===== config.mk =====
export PLATFORM = sky130hd
export DESIGN_NAME = approx_bk_adder_pipe_flat
export DESIGN_NICKNAME = d
export VERILOG_FILES = /design/src/rtl/approx_adder_pkg.sv /design/src/rtl/approx_bk_adder_pipe_if.sv /design/src/rtl/bk_prefix_cell.sv /design/src/rtl/approx_bk_adder_pipe.sv /design/src/flat_wrapper.sv
export SDC_FILE = /design/constraint.sdc
export NUM_CORES = 1
export LEC_CHECK = 0
export ABC_AREA = 1
export CELL_PAD_IN_SITES_DETAIL_PLACEMENT = 1
export CELL_PAD_IN_SITES_GLOBAL_PLACEMENT = 2
export CORE_MARGIN = 1.5
export CORE_UTILIZATION = 30
export DETAILED_ROUTE_END_ITERATION = 8
export GPL_TIMING_DRIVEN = 0
export HOLD_SLACK_MARGIN = 0.06
export PLACE_DENSITY = 0.8
export SYNTH_ARGS = -nofsm -noshare
export SYNTH_HDL_FRONTEND = slang
export SYNTH_SLANG_ARGS = --single-unit
export TNS_END_PERCENT = 1

===== constraint.sdc =====
create_clock -name clk -period 2.15 [get_ports clk]
set_input_delay 0.43 -clock clk [delete_from_list [all_inputs] [get_ports clk]]
set_output_delay 0.43 -clock clk [all_outputs]
set_load 0.02 [all_outputs]

===== src/rtl/approx_adder_pkg.sv =====
// Shared defaults and elaboration helpers for the approximate Brent-Kung adder.
// Latency: none (constants and constant functions only).
// Backpressure: not applicable.
package approx_adder_pkg;

  localparam int DEF_WIDTH    = 16;
  localparam int DEF_APPROX_K = 2;
  localparam int DEF_CNT_W    = 32;

  // Number of Brent-Kung prefix levels, i.e. ceil(log2(width)).
  function automatic int prefix_levels(input int width);
    int lv;
    lv = 0;
    while ((1 << lv) < width) begin
      lv++;
    end
    return lv;
  endfunction

endpackage


===== src/rtl/approx_bk_adder_pipe_if.sv =====
// Operand and result handshake bundle for approx_bk_adder_pipe.
// Latency: none (wires only).
// Backpressure: valid/ready on both the operand side and the result side.
interface approx_bk_adder_pipe_if
  import approx_adder_pkg::*;
#(
  parameter int WIDTH = DEF_WIDTH
);

  logic             In_Valid;
  logic             In_Ready;
  logic [WIDTH-1:0] A;
  logic [WIDTH-1:0] B;
  logic             Carry_in;
  logic             Approx_En;
  logic             Out_Valid;
  logic             Out_Ready;
  logic [WIDTH-1:0] Sum;
  logic             Carry_Out;
  logic             Mismatch;

  // Producer of operands and consumer of results.
  modport master (
    output In_Valid, A, B, Carry_in, Approx_En, Out_Ready,
    input  In_Ready, Out_Valid, Sum, Carry_Out, Mismatch
  );

  // The adder itself.
  modport slave (
    input  In_Valid, A, B, Carry_in, Approx_En, Out_Ready,
    output In_Ready, Out_Valid, Sum, Carry_Out, Mismatch
  );

endinterface


===== src/rtl/bk_prefix_cell.sv =====
// Brent-Kung prefix operator: merges a high group (gh,ph) with the adjacent low group (gl,pl).
// Latency: combinational.
// Backpressure: not applicable.
module bk_prefix_cell (
  input  logic gh,
  input  logic ph,
  input  logic gl,
  input  logic pl,
  output logic g,
  output logic p
);

  assign g = gh | (ph & gl);
  assign p = ph & pl;

endmodule


===== src/rtl/approx_bk_adder_pipe.sv =====
// Pipelined Brent-Kung adder with optional approximate low-order carries and error statistics.
// Latency: 2 cycles from acceptance to Out_Valid, one item per cycle.
// Backpressure: Out_Ready low freezes stage 2; In_Ready drops once both stages hold items.
module approx_bk_adder_pipe
  import approx_adder_pkg::*;
#(
  parameter int WIDTH    = DEF_WIDTH,
  parameter int APPROX_K = DEF_APPROX_K,
  parameter int CNT_W    = DEF_CNT_W
) (
  input  logic                 clk,
  input  logic                 rst_n,
  approx_bk_adder_pipe_if.slave bus,
  input  logic                 Cnt_Clr,
  output logic [CNT_W-1:0]     Txn_Count,
  output logic [CNT_W-1:0]     Err_Count
);

  localparam int LVL = prefix_levels(WIDTH);
  // Lane 0 carries the exact sum (Carry_in folded into bit 0);
  // lane 1 carries the approximate sum (bits below APPROX_K-1 masked off).
  localparam int NL  = 2;

  typedef struct packed {
    logic                     approx;
    logic                     cin;
    logic [WIDTH-1:0]         p;
    logic [WIDTH-1:0]         g;
    logic [NL-1:0][WIDTH-1:0] ug;
    logic [NL-1:0][WIDTH-1:0] up;
  } s1_t;

  // ---------------------------------------------------------------------
  // Flow control
  // ---------------------------------------------------------------------
  logic s1_vld;
  logic s2_vld;
  logic s1_en;
  logic s2_en;
  logic out_fire;

  assign s2_en        = !s2_vld || bus.Out_Ready;
  assign s1_en        = !s1_vld || s2_en;
  assign bus.In_Ready = s1_en;
  assign out_fire     = s2_vld && bus.Out_Ready;

  // ---------------------------------------------------------------------
  // Stage 1: bit-level propagate/generate and lane inputs
  // ---------------------------------------------------------------------
  logic [WIDTH-1:0] p_in;
  logic [WIDTH-1:0] g_in;
  logic [WIDTH-1:0] keep_mask;
  logic [WIDTH-1:0] lane_g [NL];
  logic [WIDTH-1:0] lane_p [NL];
  logic [WIDTH-1:0] up_g   [NL];
  logic [WIDTH-1:0] up_p   [NL];
  logic [WIDTH-1:0] dn_g   [NL];
  logic [WIDTH-1:0] dn_p   [NL];

  s1_t s1_d;
  s1_t s1_q;

  // Build the exact and approximate lane inputs from the raw operands.
  always_comb begin
    p_in      = bus.A ^ bus.B;
    g_in      = bus.A & bus.B;
    keep_mask = '0;
    for (int i = 0; i < WIDTH; i++) begin
      keep_mask[i] = (i >= APPROX_K - 1);
    end
    lane_p[0]    = p_in;
    lane_g[0]    = g_in;
    lane_g[0][0] = g_in[0] | (p_in[0] & bus.Carry_in);
    lane_p[1]    = p_in & keep_mask;
    lane_g[1]    = g_in & keep_mask;
  end

  // ---------------------------------------------------------------------
  // Prefix trees: up-sweep feeds stage 1, down-sweep runs from stage 1 regs
  // ---------------------------------------------------------------------
  for (genvar ln = 0; ln < NL; ln++) begin : g_lane
    logic [WIDTH-1:0] ug [LVL+1];
    logic [WIDTH-1:0] up [LVL+1];
    logic [WIDTH-1:0] dg [LVL];
    logic [WIDTH-1:0] dp [LVL];

    assign ug[0] = lane_g[ln];
    assign up[0] = lane_p[ln];

    // Up-sweep: at level l, bit i with (i+1) a multiple of 2^l absorbs the
    // group 2^(l-1) below it; after LVL levels bit 2^l-1 holds [2^l-1:0].
    for (genvar l = 1; l <= LVL; l++) begin : g_up
      for (genvar i = 0; i < WIDTH; i++) begin : g_bit
        if (((i + 1) % (1 << l)) == 0) begin : g_cell
          bk_prefix_cell u_cell (
            .gh (ug[l-1][i]),
            .ph (up[l-1][i]),
            .gl (ug[l-1][i-(1<<(l-1))]),
            .pl (up[l-1][i-(1<<(l-1))]),
            .g  (ug[l][i]),
            .p  (up[l][i])
          );
        end else begin : g_pass
          assign ug[l][i] = ug[l-1][i];
          assign up[l][i] = up[l-1][i];
        end
      end
    end

    assign up_g[ln] = ug[LVL];
    assign up_p[ln] = up[LVL];

    assign dg[LVL-1] = s1_q.ug[ln];
    assign dp[LVL-1] = s1_q.up[ln];

    // Down-sweep: fill the bits halfway between completed prefixes, widest
    // span first, so every bit ends up holding the full [i:0] prefix.
    for (genvar l = LVL - 1; l >= 1; l--) begin : g_dn
      for (genvar i = 0; i < WIDTH; i++) begin : g_bit
        if ((((i + 1) % (1 << l)) == (1 << (l - 1))) &&
            (i >= (1 << l) + (1 << (l - 1)) - 1)) begin : g_cell
          bk_prefix_cell u_cell (
            .gh (dg[l][i]),
            .ph (dp[l][i]),
            .gl (dg[l][i-(1<<(l-1))]),
            .pl (dp[l][i-(1<<(l-1))]),
            .g  (dg[l-1][i]),
            .p  (dp[l-1][i])
          );
        end else begin : g_pass
          assign dg[l-1][i] = dg[l][i];
          assign dp[l-1][i] = dp[l][i];
        end
      end
    end

    assign dn_g[ln] = dg[0];
    assign dn_p[ln] = dp[0];
  end

  // Full-span propagate terms are not needed once the prefixes are complete.
  logic unused_dn_p;
  assign unused_dn_p = ^{dn_p[0], dn_p[1]};

  // Gather everything stage 1 has to hold for the down-sweep and sum.
  always_comb begin
    s1_d        = '0;
    s1_d.approx = bus.Approx_En;
    s1_d.cin    = bus.Carry_in;
    s1_d.p      = p_in;
    s1_d.g      = g_in;
    for (int ln = 0; ln < NL; ln++) begin
      s1_d.ug[ln] = up_g[ln];
      s1_d.up[ln] = up_p[ln];
    end
  end

  // Stage 1 register: capture a new item whenever the stage can advance.
  always_ff @(posedge clk or negedge rst_n) begin
    if (!rst_n) begin
      s1_vld <= 1'b0;
      s1_q   <= '0;
    end else if (s1_en) begin
      s1_vld <= bus.In_Valid;
      if (bus.In_Valid) begin
        s1_q <= s1_d;
      end
    end
  end

  // ---------------------------------------------------------------------
  // Stage 2: carries, sums, mode select and error flag
  // ---------------------------------------------------------------------
  logic [WIDTH:0]   c_ex;
  logic [WIDTH:0]   c_ap;
  logic [WIDTH-1:0] sum_ex;
  logic [WIDTH-1:0] sum_ap;
  logic             use_ap;
  logic [WIDTH-1:0] sum_d;
  logic             cout_d;
  logic             mis_d;
  logic [WIDTH-1:0] sum_q;
  logic             cout_q;
  logic             mis_q;

  // Exact carries come straight from lane 0; approximate carries use the
  // raw generate bits for the lowest APPROX_K positions and lane 1 above.
  always_comb begin
    c_ex = {dn_g[0], s1_q.cin};
    c_ap = '0;
    for (int i = 1; i <= WIDTH; i++) begin
      c_ap[i] = (i <= APPROX_K) ? s1_q.g[i-1] : dn_g[1][i-1];
    end
    sum_ex = s1_q.p ^ c_ex[WIDTH-1:0];
    sum_ap = s1_q.p ^ c_ap[WIDTH-1:0];
    use_ap = (APPROX_K > 0) && s1_q.approx;
    sum_d  = use_ap ? sum_ap : sum_ex;
    cout_d = use_ap ? c_ap[WIDTH] : c_ex[WIDTH];
    mis_d  = use_ap && ({c_ap[WIDTH], sum_ap} != {c_ex[WIDTH], sum_ex});
  end

  // Stage 2 register: results only move when the consumer has taken the last one.
  always_ff @(posedge clk or negedge rst_n) begin
    if (!rst_n) begin
      s2_vld <= 1'b0;
      sum_q  <= '0;
      cout_q <= 1'b0;
      mis_q  <= 1'b0;
    end else if (s2_en) begin
      s2_vld <= s1_vld;
      if (s1_vld) begin
        sum_q  <= sum_d;
        cout_q <= cout_d;
        mis_q  <= mis_d;
      end
    end
  end

  assign bus.Out_Valid = s2_vld;
  assign bus.Sum       = sum_q;
  assign bus.Carry_Out = cout_q;
  assign bus.Mismatch  = mis_q;

  // ---------------------------------------------------------------------
  // Statistics
  // ---------------------------------------------------------------------
  // Saturating delivery/error counters; a clear overrides any increment.
  always_ff @(posedge clk or negedge rst_n) begin
    if (!rst_n) begin
      Txn_Count <= '0;
      Err_Count <= '0;
    end else if (Cnt_Clr) begin
      Txn_Count <= '0;
      Err_Count <= '0;
    end else if (out_fire) begin
      if (Txn_Count != '1) begin
        Txn_Count <= Txn_Count + CNT_W'(1);
      end
      if (mis_q && (Err_Count != '1)) begin
        Err_Count <= Err_Count + CNT_W'(1);
      end
    end
  end

endmodule

===== src/flat_wrapper.sv =====
// flat-port wrapper written by rule: the top's interface ports become plain ports
module approx_bk_adder_pipe_flat import approx_adder_pkg::*;
#(
  parameter int WIDTH    = DEF_WIDTH,
  parameter int APPROX_K = DEF_APPROX_K,
  parameter int CNT_W    = DEF_CNT_W
)
  (clk, rst_n, Cnt_Clr, Txn_Count, Err_Count, bus_In_Valid, bus_A, bus_B, bus_Carry_in, bus_Approx_En, bus_Out_Ready, bus_In_Ready, bus_Out_Valid, bus_Sum, bus_Carry_Out, bus_Mismatch);
  approx_bk_adder_pipe_if #(.WIDTH(WIDTH)) bus_i ();
  input  logic clk;
  input  logic rst_n;
  input  logic Cnt_Clr;
  output logic [CNT_W-1:0] Txn_Count;
  output logic [CNT_W-1:0] Err_Count;
  input wire logic [$bits(bus_i.In_Valid)-1:0] bus_In_Valid;
  input wire logic [$bits(bus_i.A)-1:0] bus_A;
  input wire logic [$bits(bus_i.B)-1:0] bus_B;
  input wire logic [$bits(bus_i.Carry_in)-1:0] bus_Carry_in;
  input wire logic [$bits(bus_i.Approx_En)-1:0] bus_Approx_En;
  input wire logic [$bits(bus_i.Out_Ready)-1:0] bus_Out_Ready;
  output wire logic [$bits(bus_i.In_Ready)-1:0] bus_In_Ready;
  output wire logic [$bits(bus_i.Out_Valid)-1:0] bus_Out_Valid;
  output wire logic [$bits(bus_i.Sum)-1:0] bus_Sum;
  output wire logic [$bits(bus_i.Carry_Out)-1:0] bus_Carry_Out;
  output wire logic [$bits(bus_i.Mismatch)-1:0] bus_Mismatch;
  assign bus_i.In_Valid = bus_In_Valid;
  assign bus_i.A = bus_A;
  assign bus_i.B = bus_B;
  assign bus_i.Carry_in = bus_Carry_in;
  assign bus_i.Approx_En = bus_Approx_En;
  assign bus_i.Out_Ready = bus_Out_Ready;
  assign bus_In_Ready = bus_i.In_Ready;
  assign bus_Out_Valid = bus_i.Out_Valid;
  assign bus_Sum = bus_i.Sum;
  assign bus_Carry_Out = bus_i.Carry_Out;
  assign bus_Mismatch = bus_i.Mismatch;
  approx_bk_adder_pipe #(.WIDTH(WIDTH), .APPROX_K(APPROX_K), .CNT_W(CNT_W)) u_core (.clk(clk), .rst_n(rst_n), .bus(bus_i), .Cnt_Clr(Cnt_Clr), .Txn_Count(Txn_Count), .Err_Count(Err_Count));
endmodule

## Word-level counts from Yosys, hierarchy flattened

Cells that the tools add are included.

| word-level totals | value |
|---|---|
| register bits | 161 |
| input bits | 39 |
| memories | 0 |
| RAM bits | 0 |
| word-level logic and storage cells | 142 |
| latch bits | 0 |
| output and inout port bits | 84 |
| memory bits (read-only) | 0 |

| operators by class | value |
|---|---|
| divide/modulo/power cells | 0 |
| eq/ne operators | 3 |
| bitwise logic cells | 100 |
| multiplexer cells | 8 |
| shift-type cells | 0 |
| add/sub/neg operators | 2 |
| reduce and logical (&&, ||, !) cells | 14 |
| $lt $le $gt $ge | 0 |
| multipliers | 0 |

Operators by type and width:

| operator | number |
|---|---|
| 32-bit two-way mux | 6 |
| 32-bit by 1-bit adder with 32-bit output, second input constant | 2 |
| 32-bit != test, second input constant | 2 |
| 1-bit bitwise AND | 55 |
| 16-bit XOR | 3 |
| 1-bit OR | 41 |
| 17-bit != test | 1 |
| 16-bit bitwise AND | 1 |
| 16-bit two-way mux | 1 |
| 2-bit AND reduction | 4 |
| 2-bit nonzero test | 3 |
| 1-bit logical AND | 3 |
| 1-bit logical NOT | 2 |
| 1-bit logical OR | 2 |
| 1-bit two-way mux | 1 |

## Logic depth before layout (Yosys ltp)

Gate-level depths: netlist (run 1).

| logic depth | value |
|---|---|
| word-level depth | 11 |
| mapped depth | 16 |

## Cells and area by module

From an unflattened synthesis (run 1), not the netlist that was laid out.

| second synthesis, totals | value |
|---|---|
| cell total of the unflattened synthesis | 1,500 |
| area, all modules | 9,360.2 um^2 |

By module, submodules not included:

| module | cells an instance | area an instance (um^2) | times used |
|---|---|---|---|
| approx_bk_adder_pipe | 1,240 | 8,384.3 | 1 |
| bk_prefix_cell | 5 | 18.8 | 52 |

## Worst setup path before layout (run 1)

No wires, ideal clock.

| timing | value |
|---|---|
| kind | flip-flop to flip-flop |
| start | reg u_core.Err_Count[0] |
| end | reg u_core.Err_Count[14] |
| slack | 259 ps |
| library setup time | 118 ps |
| buffers on the path | 1 |
| stages on the path, launching flop included | 12 |
| arrival | 1,773 ps |
| period minus slack after synthesis | 1,891 ps |
| cell sequence | dfrtp_1 -> ha_1 -> inv_2 -> nor2_4 -> nand2_4 -> nor2_4 -> nand3b_4 -> nand2_1 -> nand2_2 -> buf_2 -> nand3_1 -> nand2_1 |

| between the ends | value |
|---|---|
| longest elaborated chain between the ends | 4 |

Ends and longest elaborated chain:

| what | RTL line | source |
|---|---|---|
| from (decl) | approx_bk_adder_pipe.sv:16 | `output logic [CNT_W-1:0] Err_Count` |
| from (signal assigned) | approx_bk_adder_pipe.sv:240 | `Err_Count <= Err_Count + CNT_W'(1);` |
| 32-bit by 1-bit adder with 32-bit output / 32-bit != test (equally long branches) | approx_bk_adder_pipe.sv:240, approx_bk_adder_pipe.sv:239 |  |
| 32-bit two-way mux / 1-bit logical AND (equally long branches) | approx_bk_adder_pipe.sv:239 | `if (mis_q && (Err_Count != '1)) begin` |
| 32-bit two-way mux / 2-bit nonzero test (equally long branches) | -- |  |
| 32-bit two-way mux / 2-bit AND reduction (equally long branches) | -- |  |

Parallel ways exist; a longest one is shown, timed or not. The select of a mux whose other input is x is not followed.
A chain may end at the register's enable or synchronous reset.

## Final worst setup path (run 1)

| timing | value |
|---|---|
| start | reg u_core.Err_Count[0] |
| end | reg u_core.Err_Count[19] |

Same word-level chain as after synthesis.

==> impl_metrics.csv, run 1 <==
group,metric,value,unit
outcome,status,"finished, violations left",
outcome,failed_checks,"design-rule violations",
worst_setup_path,r2r_start,"u_core.Err_Count[0]",
timing,max_freq,489,MHz
timing,finalCriticalPeriod,2.04,ns
power_and_ir_drop,pwr-share-clk,35.6,%
timing,skew,0.0176,ns
worst_setup_path,r2r_cells,10,
clocking,path_clk_slew,0.06,ns
power_and_ir_drop,p_leak,4.63,nW
global_route,grt_overflow,0,
power_and_ir_drop,power.switching,0.00280,W
worst_setup_path,criticalPathCategory,"reg -> reg",
timing,worst_slew_pin_slew,0.631,ns
placed_design,place_hpwl,21.2,mm
logic_synthesis,synth-seq-cells,127,
timing,finalSetupViolations,0,
floorplanning,top_level_ports,123,
floorplanning,initial_utilization,30.6,%
clocking,cts_tree,"done",
floorplanning,die_h,166,um
worst_setup_path,regToRegEndpoint,"u_core.Err_Count[19]",
power_and_ir_drop,seqPwrFrac,37.8,%
logic_synthesis,synth_fp_nets,1236,
logic_synthesis,synth-edff-count,0,
logic_synthesis,ys_top_cells_by_count,"479 x nand2_1, 160 x nor2_1, 127 x dfrtp_1, 97 x inv_1, 69 x nand3_1",
global_route,grt_pass1_vias,8097,
timing,relSlewSlack,57.9,%
power_and_ir_drop,p_comb_share,26.5,%
logic_synthesis,yosysSeqAreaShare,39.7,%
logic_synthesis,synth.most_common_cell,"nand2_1",
finish,antennaDiodeCount,0,
logic_synthesis,async_flop_share,100,%
worst_hold_path,holdPathEnd,"u_core.Err_Count[2]",
global_route,grt_pass1_wl,43.8,mm
floorplanning,rows,59,
timing,holdWs,0.456,ns
worst_hold_path,holdCritPathClass,"in -> reg",
logic_synthesis,synth.distinct_cells,34,
logic_synthesis,synthTopCellsByArea,"dfrtp_1 40%, nand2_1 22%, nor2_1 7.5%",
worst_hold_path,whs_path_depth,4,
clocking,insertion_delay,0.43,ns
timing,period_share,95.0,%
floorplanning,dieArea,27700,um^2
global_route,grt_usage,20.1,%
placed_design,dp.cells,1622,
logic_synthesis,ys_warn_count,0,
job,cap_violations,0,
route,drc,10,
placed_design,globalplace.congestion,0.856,
logic_synthesis,synth_top_area_share,39.7,%
clocking,cts_buffers,17,
finish,area_growth,28.5,%
finish,drive_above_1_share,5.90,%
logic_synthesis,yosysTopAreaCell,"dfrtp_1",
power_and_ir_drop,peakVddDrop,0.000477,V
worst_setup_path,cp-end-kind,"flop",
clocking,cts_max_path_buffers,2,
power_and_ir_drop,power_density,775,nW/um^2
worst_setup_path,worst_ep_required_time,2.51,ns
power_and_ir_drop,internal_power,0.00517,W
worst_hold_path,hp-start,"Cnt_Clr",
global_route,antenna_found_initial,0,
route,wl,26.6,mm
worst_setup_path,path_max_fanout,10,
finish,fin_cells,1656,
route,antenna_left,0,
worst_setup_path,worstPathArrival,2.40,ns
route,drtIter0Drc,369,
timing,setup_tns,0,ns
clocking,htreeDepth,4,
floorplanning,core,26100,um^2
global_route,grt_max_degree,68,
route,drtPass1Iterations,6,
placed_design,io_buffers,121,
logic_synthesis,synth_area_per_cell,6.87,um^2
route,vias,7827,
finish,nets,1380,
logic_synthesis,syn_inst,1165,
power_and_ir_drop,switching_share,35.1,%
logic_synthesis,netlist_area,8000,um^2
worst_setup_path,r2r_slack,0.11,ns
logic_synthesis,ys.flop_type,"dfrtp_1",
timing,slew_viol_final,0,
worst_setup_path,startpoint_type,"flop",
clocking,clkSinkCount,127,
clocking,clockRootBuffer,"clkbuf_16",
route,viasPerCell,4.73,
floorplanning,die_w,166,um
timing,hold_viol,0,
route,wl_per_cell,16.1,um
[repair_timing]
action	4_1_cts	5_1_grt
resized for setup	4	7
hold buffers	1	0
hold endpoints to repair	60	0
setup endpoints to repair	39	86
buffers inserted	0	2
pin swaps	0	1
[cells in the final DEF, fill, tap and decap left out, types with 6 or more instances in the layout]
cell,instances
nand2_1,478
nor2_1,160
dfrtp_1,124
clkdlybuf4s50_1,119
inv_1,97
nand3_1,69
o21ai_0,54
ha_1,30
xor2_1,24
clkbuf_16,17
o21ai_1,16
clkbuf_1,16
xnor2_1,13
o221ai_1,12
buf_6,8
or2_2,8
a21oi_1,7
clkinvlp_4,7
buf_2,6
[power by group through the flow]
| stage | Combinational, W | Clock [W] | Sequential, W |
|---|---|---|---|
| after global placement | 0.00209 | 0 | 0.00304 |
| after floorplan | 0.00100 | 0 | 0.00316 |
| final | 0.00212 | 0.00284 | 0.00301 |
| after global routing | 0.00238 | 0.00297 | 0.00306 |
| after detailed placement | 0.00213 | 0 | 0.00305 |
| after CTS | 0.00214 | 0.00289 | 0.00301 |
[final cells by class]
cell class                 count  area [um^2]
buffer                        31          176
clock buffer                  17          425
clock inverter                14          136
fill                        3338        15900
inverter                     102          387
multi-input combinational    905         4290
sequential                   127         3180
tap                          335          419
timing repair buffer         125         1260
[worst max-delay path, cell delays in order (launching register included)]
cell and delay (ns):
dfrtp_2 0.49, ha_4 0.21, inv_2 0.05, nor2_4 0.21, nand2_4 0.12, nor2_4 0.16
nand3b_4 0.12, a21oi_4 0.27, buf_6 0.20, nand2_1 0.08, nand2_1 0.08
[how the worst max path moves through the flow]
stage                         from                    to  slack [ns]
6_report       u_core.Err_Count[0]  u_core.Err_Count[19]        0.11
5_1_grt        u_core.Err_Count[0]  u_core.Err_Count[19]       -0.02
4_1_cts        u_core.Err_Count[1]  u_core.Err_Count[19]      -0.004
3_5_place_dp         bus_Out_Ready        u_core.c_ap[4]       -0.44
3_3_place_gp                 rst_n        u_core.c_ex[2]       -4.91
2_1_floorplan  u_core.Err_Count[0]  u_core.Err_Count[14]        0.26
[cell families after synthesis]
| group | share of synthesized area (%) |
|---|---|
| AND/OR/NAND/NOR | 37.1 |
| buffers and inverters | 6.99 |
| flip-flops | 39.7 |
| AO/OA/AOI/OAI | 7.12 |
| XOR/XNOR | 4.05 |
| adder cells (fa/ha/maj) | 5.01 |
[registers in the layout, indices dropped and copies added, names as in the netlist]
register and flops:
u_core.Err_Count 32, u_core.Txn_Count 32, u_core.bus.Sum 16, u_core.s1_q 16
u_core.g_lane.dg 11, u_core.c_ex 6, u_core.c_ap 4, u_core.g_lane.dp 4
u_core.bus.Carry_Out 1, u_core.bus.Mismatch 1, u_core.bus.Out_Valid 1, u_core.dn_g 1
u_core.s1_vld 1, u_core.use_ap 1
[layer usage]
layer  share of wire (%)  vias up  track usage (%)
met1                  48     3695             26.4
met2                  48      134             34.7
met4                 2.0        0             5.73
met3                 2.6       33             2.76
li1                    -     3965                -
met5                   0        -                0
[through the flow]
| stage | cell area, um^2 | power [W] | utilization, % | worst slack (ns) |
|---|---|---|---|---|
| floorplan | 8000 | 0.00417 | - | 0.259 |
| global placement | 9630 | 0.00513 | 36.8 | -4.91 |
| detailed placement | 9660 | 0.00518 | 37.0 | -0.442 |
| CTS | 10200 | 0.00804 | 39.2 | -0.00385 |
| global route | 10300 | 0.00841 | 39.3 | -0.0179 |
| finish | 10300 | 0.00797 | 39.3 | 0.107 |
(Power assumes the default switching activity.)
==> run 2, diff against run 1 <==
CORE_UTILIZATION = 36   (was 30)
DONT_BUFFER_PORTS = 1   (was not set)
PLACE_DENSITY = 0.81   (was 0.8)
==> run 2 against run 1 <==
Compared with the run above:
- the flow finishes with violations (negative hold slack)
- clock-buffer cell count is 1 higher
- clock power increased by 4%
- clock skew fell by 0.0020 ns
- register-to-register slack about the same
- setup slack lost 0.0051 ns
- wire length shrank 3.1%
- die area decreased by 16%
- worst hold slack lost 0.76 ns
- first-iteration DRC count fell by 14%
- sequential cell count is the same
==> impl_metrics.csv, run 2 (synthesized netlist as in run 1, its figures left out) <==
group,metric,value,unit
timing,worst_slew_pin_slew,0.660,ns
worst_setup_path,worst_ep_required_time,2.51,ns
floorplanning,initial_utilization,36.7,%
floorplanning,die_w,152,um
worst_setup_path,worstPathArrival,2.41,ns
finish,multi_input_comb_area,4290,um^2
route,vias,7331,
route,viasPerCell,4.95,
power_and_ir_drop,peakVddDrop,0.000487,V
timing,holdWs,-0.305,ns
timing,slew_viol_final,0,
timing,setup_tns,0,ns
worst_setup_path,criticalPathCategory,"reg -> reg",
timing,rsz0062_at_grt,"yes",
outcome,status,"finished, violations left",
finish,drive_above_1_share,7.16,%
timing,period_share,95.3,%
route,antenna_left,0,
power_and_ir_drop,seqPwrFrac,43.0,%
route,wl,25.8,mm
floorplanning,top_level_ports,123,
global_route,grt_pass1_wl,42.3,mm
floorplanning,rows,54,
global_route,grtUsageMet1,29.5,%
floorplanning,core,21800,um^2
worst_hold_path,holdCritPathClass,"in -> async",
global_route,grt_overflow,0,
power_and_ir_drop,p_comb_share,18.2,%
route,wl_per_cell,17.4,um
finish,most-common-layout-cells,"478 x nand2_1, 160 x nor2_1, 121 x dfrtp_1",
timing,finalCriticalPeriod,2.05,ns
clocking,path_clk_slew,0.07,ns
worst_setup_path,path_max_fanout,10,
route,drtPass1Iterations,5,
power_and_ir_drop,total_power,0.00758,W
clocking,cts_max_path_buffers,2,
timing,relSlewSlack,56.0,%
finish,fillers,2796,
route,drc,0,
timing,max_freq,488,MHz
global_route,grt_pass1_vias,7719,
power_and_ir_drop,pwr-share-clk,38.8,%
floorplanning,die_h,152,um
clocking,clockRootBuffer,"clkbuf_16",
timing,hold_viol,127,
worst_setup_path,startpoint_type,"flop",
power_and_ir_drop,power.switching,0.00265,W
global_route,grtUsageMet2,39.6,%
worst_setup_path,cp-end-kind,"flop",
timing,fin_ws,0.102,ns
clocking,insertion_delay,0.43,ns
clocking,cts_buffers,17,
global_route,grt_max_degree,128,
timing,skew,0.0156,ns
placed_design,place_hpwl,19.8,mm
finish,antennaDiodeCount,0,
global_route,grtUsageMet3,5.39,%
global_route,busiest_layer,"met2",
placed_design,dp_slack,-0.244,ns
finish,reg_top3,"u_core.Err_Count x32, u_core.Txn_Count x32",
power_and_ir_drop,power_density,841,nW/um^2
power_and_ir_drop,switching_share,35.0,%
finish,nets,1259,
placed_design,globalplace.congestion,0.830,
power_and_ir_drop,internal_power,0.00493,W
power_and_ir_drop,p_leak,4.22,nW
timing,finalSetupViolations,0,
clocking,cts_tree,"done",
finish,final_common_cell,"nand2_1",
floorplanning,dieArea,23100,um^2
clocking,clkSinkCount,127,
clocking,htreeDepth,4,
finish,area_growth,12.7,%
finish,register_area,3190,um^2
placed_design,io_buffers,0,
outcome,failed_checks,"negative hold slack",
global_route,antenna_found_initial,1,
job,cap_violations,0,
global_route,grt_usage,23.2,%
route,drtIter0Drc,316,
[run 2: path summary, 6_finish.rpt]
| kind | from | end | slack [ns] | depth (start not counted) |
|---|---|---|---|---|
| worst max-delay path | u_core.Err_Count[0] | u_core.Err_Count[24] | 0.10 | 10 |
| worst min-delay path | rst_n | u_core.Err_Count[26] | -0.31 | 0 |
| worst max register to register | u_core.Err_Count[0] | u_core.Err_Count[24] | 0.10 | 10 |
| worst min register to register | u_core.c_ex[2] | u_core.c_ex[2] | 0.49 | 2 |
| max in group asynchronous | rst_n | u_core.bus.Sum[0] | 2.29 | 0 |
| min in group clk | bus_Carry_in | u_core.c_ex[0] | 0.12 | 2 |
[run 2: power groups by stage]
stage	Clock, W	Sequential, W	Combinational (W)
final	0.00294	0.00326	0.00138
after global routing	0.00312	0.00331	0.00162
after CTS	0.00301	0.00327	0.00140
after detailed placement	0	0.00331	0.00137
after global placement	0	0.00330	0.00134
after floorplan	0	0.00316	0.00100
[run 2: through the flow]
stage / util, % / hold WS [ns] / std cells / cell area (um^2)
after global placement: 38.3 / 0.138 / 1445 / 8350
after global routing: 41.3 / -0.324 / 1481 / 9020
after floorplan: - / 0.134 / 1165 / 8000
final: 41.3 / -0.305 / 1481 / 9020
after CTS: 41.1 / -0.319 / 1477 / 8960
after detailed placement: 38.3 / 0.138 / 1445 / 8350
[run 2: area by class of cell]
cell class              instances  area share [%]
multi-input cells             905            47.6
flip-flops and latches        127            35.3
clock buffers                  18            4.76
inverters                     102            4.29
well taps                     280            3.89
plain buffers                  31            2.01
clock inverters                14            1.76
repair buffers                  4           0.333
[run 2: worst max-delay path: stages (launching register included)]
cell	delay (ns)
dfrtp_2	0.53
ha_4	0.23
inv_2	0.05
nor2_4	0.14
nand2_4	0.10
nor2_4	0.15
nand3b_4	0.11
a21oi_4	0.29
buf_6	0.21
nand2_1	0.07
nand2_1	0.08
[run 2: timing repair]
item                       CTS  global route
gates resized for setup     10            11
hold endpoints to repair   127           127
setup buffers                0             4
pin swaps                    0             3
setup endpoints to repair   85            93
[run 2: per-layer routing]
layer	part of all wire [%]	vias to the layer above
met5	0.066	-
met4	1.5	2
met3	4.5	24
met2	49	121
met1	45	3476
li1	-	3708
==> run 3, diff against run 2 <==
SKIP_CTS_REPAIR_TIMING = 1   (was not set)
SKIP_LAST_GASP = 1   (was not set)
==> run 3 against run 2 <==
Compared with the run above:
- the flow still finishes with violations (negative hold slack)
- final cell count is 0.14% lower
- fmax is 0.43% lower
- wire length hardly changed
- clock-buffer cell count stayed put
- combinational power hardly changed
- critical endpoint unchanged
- highest routed layer unchanged
==> impl_metrics.csv, run 3 (synthesized netlist as in run 1, its figures left out) <==
group,metric,value,unit
power_and_ir_drop,p_comb_share,18.1,%
timing,rsz0062_at_grt,"yes",
outcome,status,"finished, violations left",
worst_setup_path,r2r_cells,9,
finish,antennaDiodeCount,0,
outcome,failed_checks,"negative hold slack",
finish,fillers,2798,
worst_setup_path,criticalPathCategory,"reg -> reg",
clocking,cts_buffers,17,
finish,drive_above_1_share,6.51,%
worst_hold_path,holdCritPathClass,"in -> async",
floorplanning,top_level_ports,123,
clocking,path_clk_slew,0.07,ns
finish,fin_util,41.2,%
route,wl,25.8,mm
timing,period_share,95.7,%
clocking,clockRootBuffer,"clkbuf_16",
power_and_ir_drop,power.switching,0.00265,W
timing,skew,0.0156,ns
clocking,cts_max_path_buffers,2,
power_and_ir_drop,seqPwrFrac,43.0,%
worst_setup_path,r2r_start,"u_core.Err_Count[8]",
worst_setup_path,cp-end-kind,"flop",
global_route,grt_max_degree,128,
floorplanning,die_w,152,um
timing,setup_tns,0,ns
worst_setup_path,worst_ep_required_time,2.51,ns
global_route,grt_pass1_wl,42.3,mm
power_and_ir_drop,p_leak,4.20,nW
power_and_ir_drop,internal_power,0.00493,W
finish,reg_top3,"u_core.Err_Count x32, u_core.Txn_Count x32",
route,drtPass1Iterations,4,
power_and_ir_drop,power_density,843,nW/um^2
placed_design,place_hpwl,19.8,mm
timing,max_freq,486,MHz
job,cap_violations,0,
finish,fin_cells,1479,
placed_design,dp.cells,1445,
route,wl_per_cell,17.4,um
finish,area_growth,12.4,%
power_and_ir_drop,pwr-share-clk,38.8,%
floorplanning,die_h,152,um
timing,finalCriticalPeriod,2.06,ns
worst_setup_path,startpoint_type,"flop",
route,antenna_left,0,
worst_setup_path,worstPathArrival,2.41,ns
clocking,clkSinkCount,127,
timing,hold_viol,127,
floorplanning,dieArea,23100,um^2
floorplanning,rows,54,
finish,most-common-layout-cells,"478 x nand2_1, 160 x nor2_1, 123 x dfrtp_1",
finish,final_common_cell,"nand2_1",
timing,worst_slew_pin_slew,0.671,ns
timing,relSlewSlack,55.3,%
power_and_ir_drop,peakVddDrop,0.000486,V
power_and_ir_drop,switching_share,35.0,%
route,viasPerCell,4.97,
placed_design,io_buffers,0,
route,vias,7345,
timing,finalSetupViolations,0,
floorplanning,core,21800,um^2
timing,slew_viol_final,0,
global_route,grt_usage,23.1,%
global_route,grt_overflow,0,
worst_setup_path,crit_start,"u_core.Err_Count[8]",
clocking,insertion_delay,0.43,ns
clocking,cts_tree,"done",
finish,nets,1257,
placed_design,globalplace.congestion,0.830,
global_route,grt_pass1_vias,7709,
route,drtIter0Drc,325,
route,drc,0,
clocking,htreeDepth,4,
timing,holdWs,-0.304,ns
worst_setup_path,path_max_fanout,10,
global_route,antenna_found_initial,1,
floorplanning,initial_utilization,36.7,%
run 3: per-stage QoR:
step | area (um^2) | worst slack, ns | power (W)
after CTS | 8940 | -0.254 | 0.00767
after detailed placement | 8350 | -0.244 | 0.00468
after floorplan | 8000 | 0.259 | 0.00417
after global routing | 8990 | -0.0688 | 0.00804
final | 8990 | 0.0928 | 0.00758
after global placement | 8350 | -0.203 | 0.00463
run 3: final cells by class:
type,count,area (um^2),share of cell area (%)
clock buffers,18,429,4.77
well taps,280,350,3.90
repair buffers,2,15.0,0.167
clock inverters,14,159,1.77
plain buffers,31,178,1.98
inverters,102,383,4.26
multi-input cells,905,4290,47.8
flip-flops and latches,127,3180,35.4
run 3: layer usage:
| layer | vias up | track usage, % | wire, um |
|---|---|---|---|
| met5 | - | 0 | 17 |
| met4 | 2 | 5.64 | 354 |
| met3 | 22 | 5.42 | 1180 |
| met2 | 119 | 39.5 | 12600 |
| met1 | 3501 | 29.5 | 11700 |
| li1 | 3701 | - | - |
run 3: final timing paths:
kind                                        endpoint  slack, ns
worst max-delay path            u_core.Err_Count[24]       0.09
worst min-delay path            u_core.Err_Count[26]      -0.30
worst max register to register  u_core.Err_Count[24]       0.09
worst min register to register        u_core.c_ex[2]       0.49
max in group asynchronous          u_core.bus.Sum[0]       2.29
min in group clk                      u_core.c_ex[0]       0.12
run 3: worst max-delay path, cell delays in order, from the launching register on:
cell      delay [ns]
dfrtp_1         0.54
nand2_1         0.17
nor2_1          0.20
nand2_1         0.14
nor2_4          0.14
nand3b_4        0.11
a21oi_4         0.29
buf_6           0.21
nand2_1         0.07
nand2_1         0.08
run 3: power groups by stage:
stage / clock network (W) / registers (W) / logic, W
3_5_place_dp: 0 / 0.00331 / 0.00137
6_report: 0.00294 / 0.00326 / 0.00138
2_1_floorplan: 0 / 0.00316 / 0.00100
4_1_cts: 0.00301 / 0.00327 / 0.00139
5_1_grt: 0.00312 / 0.00332 / 0.00161
3_3_place_gp: 0 / 0.00330 / 0.00134
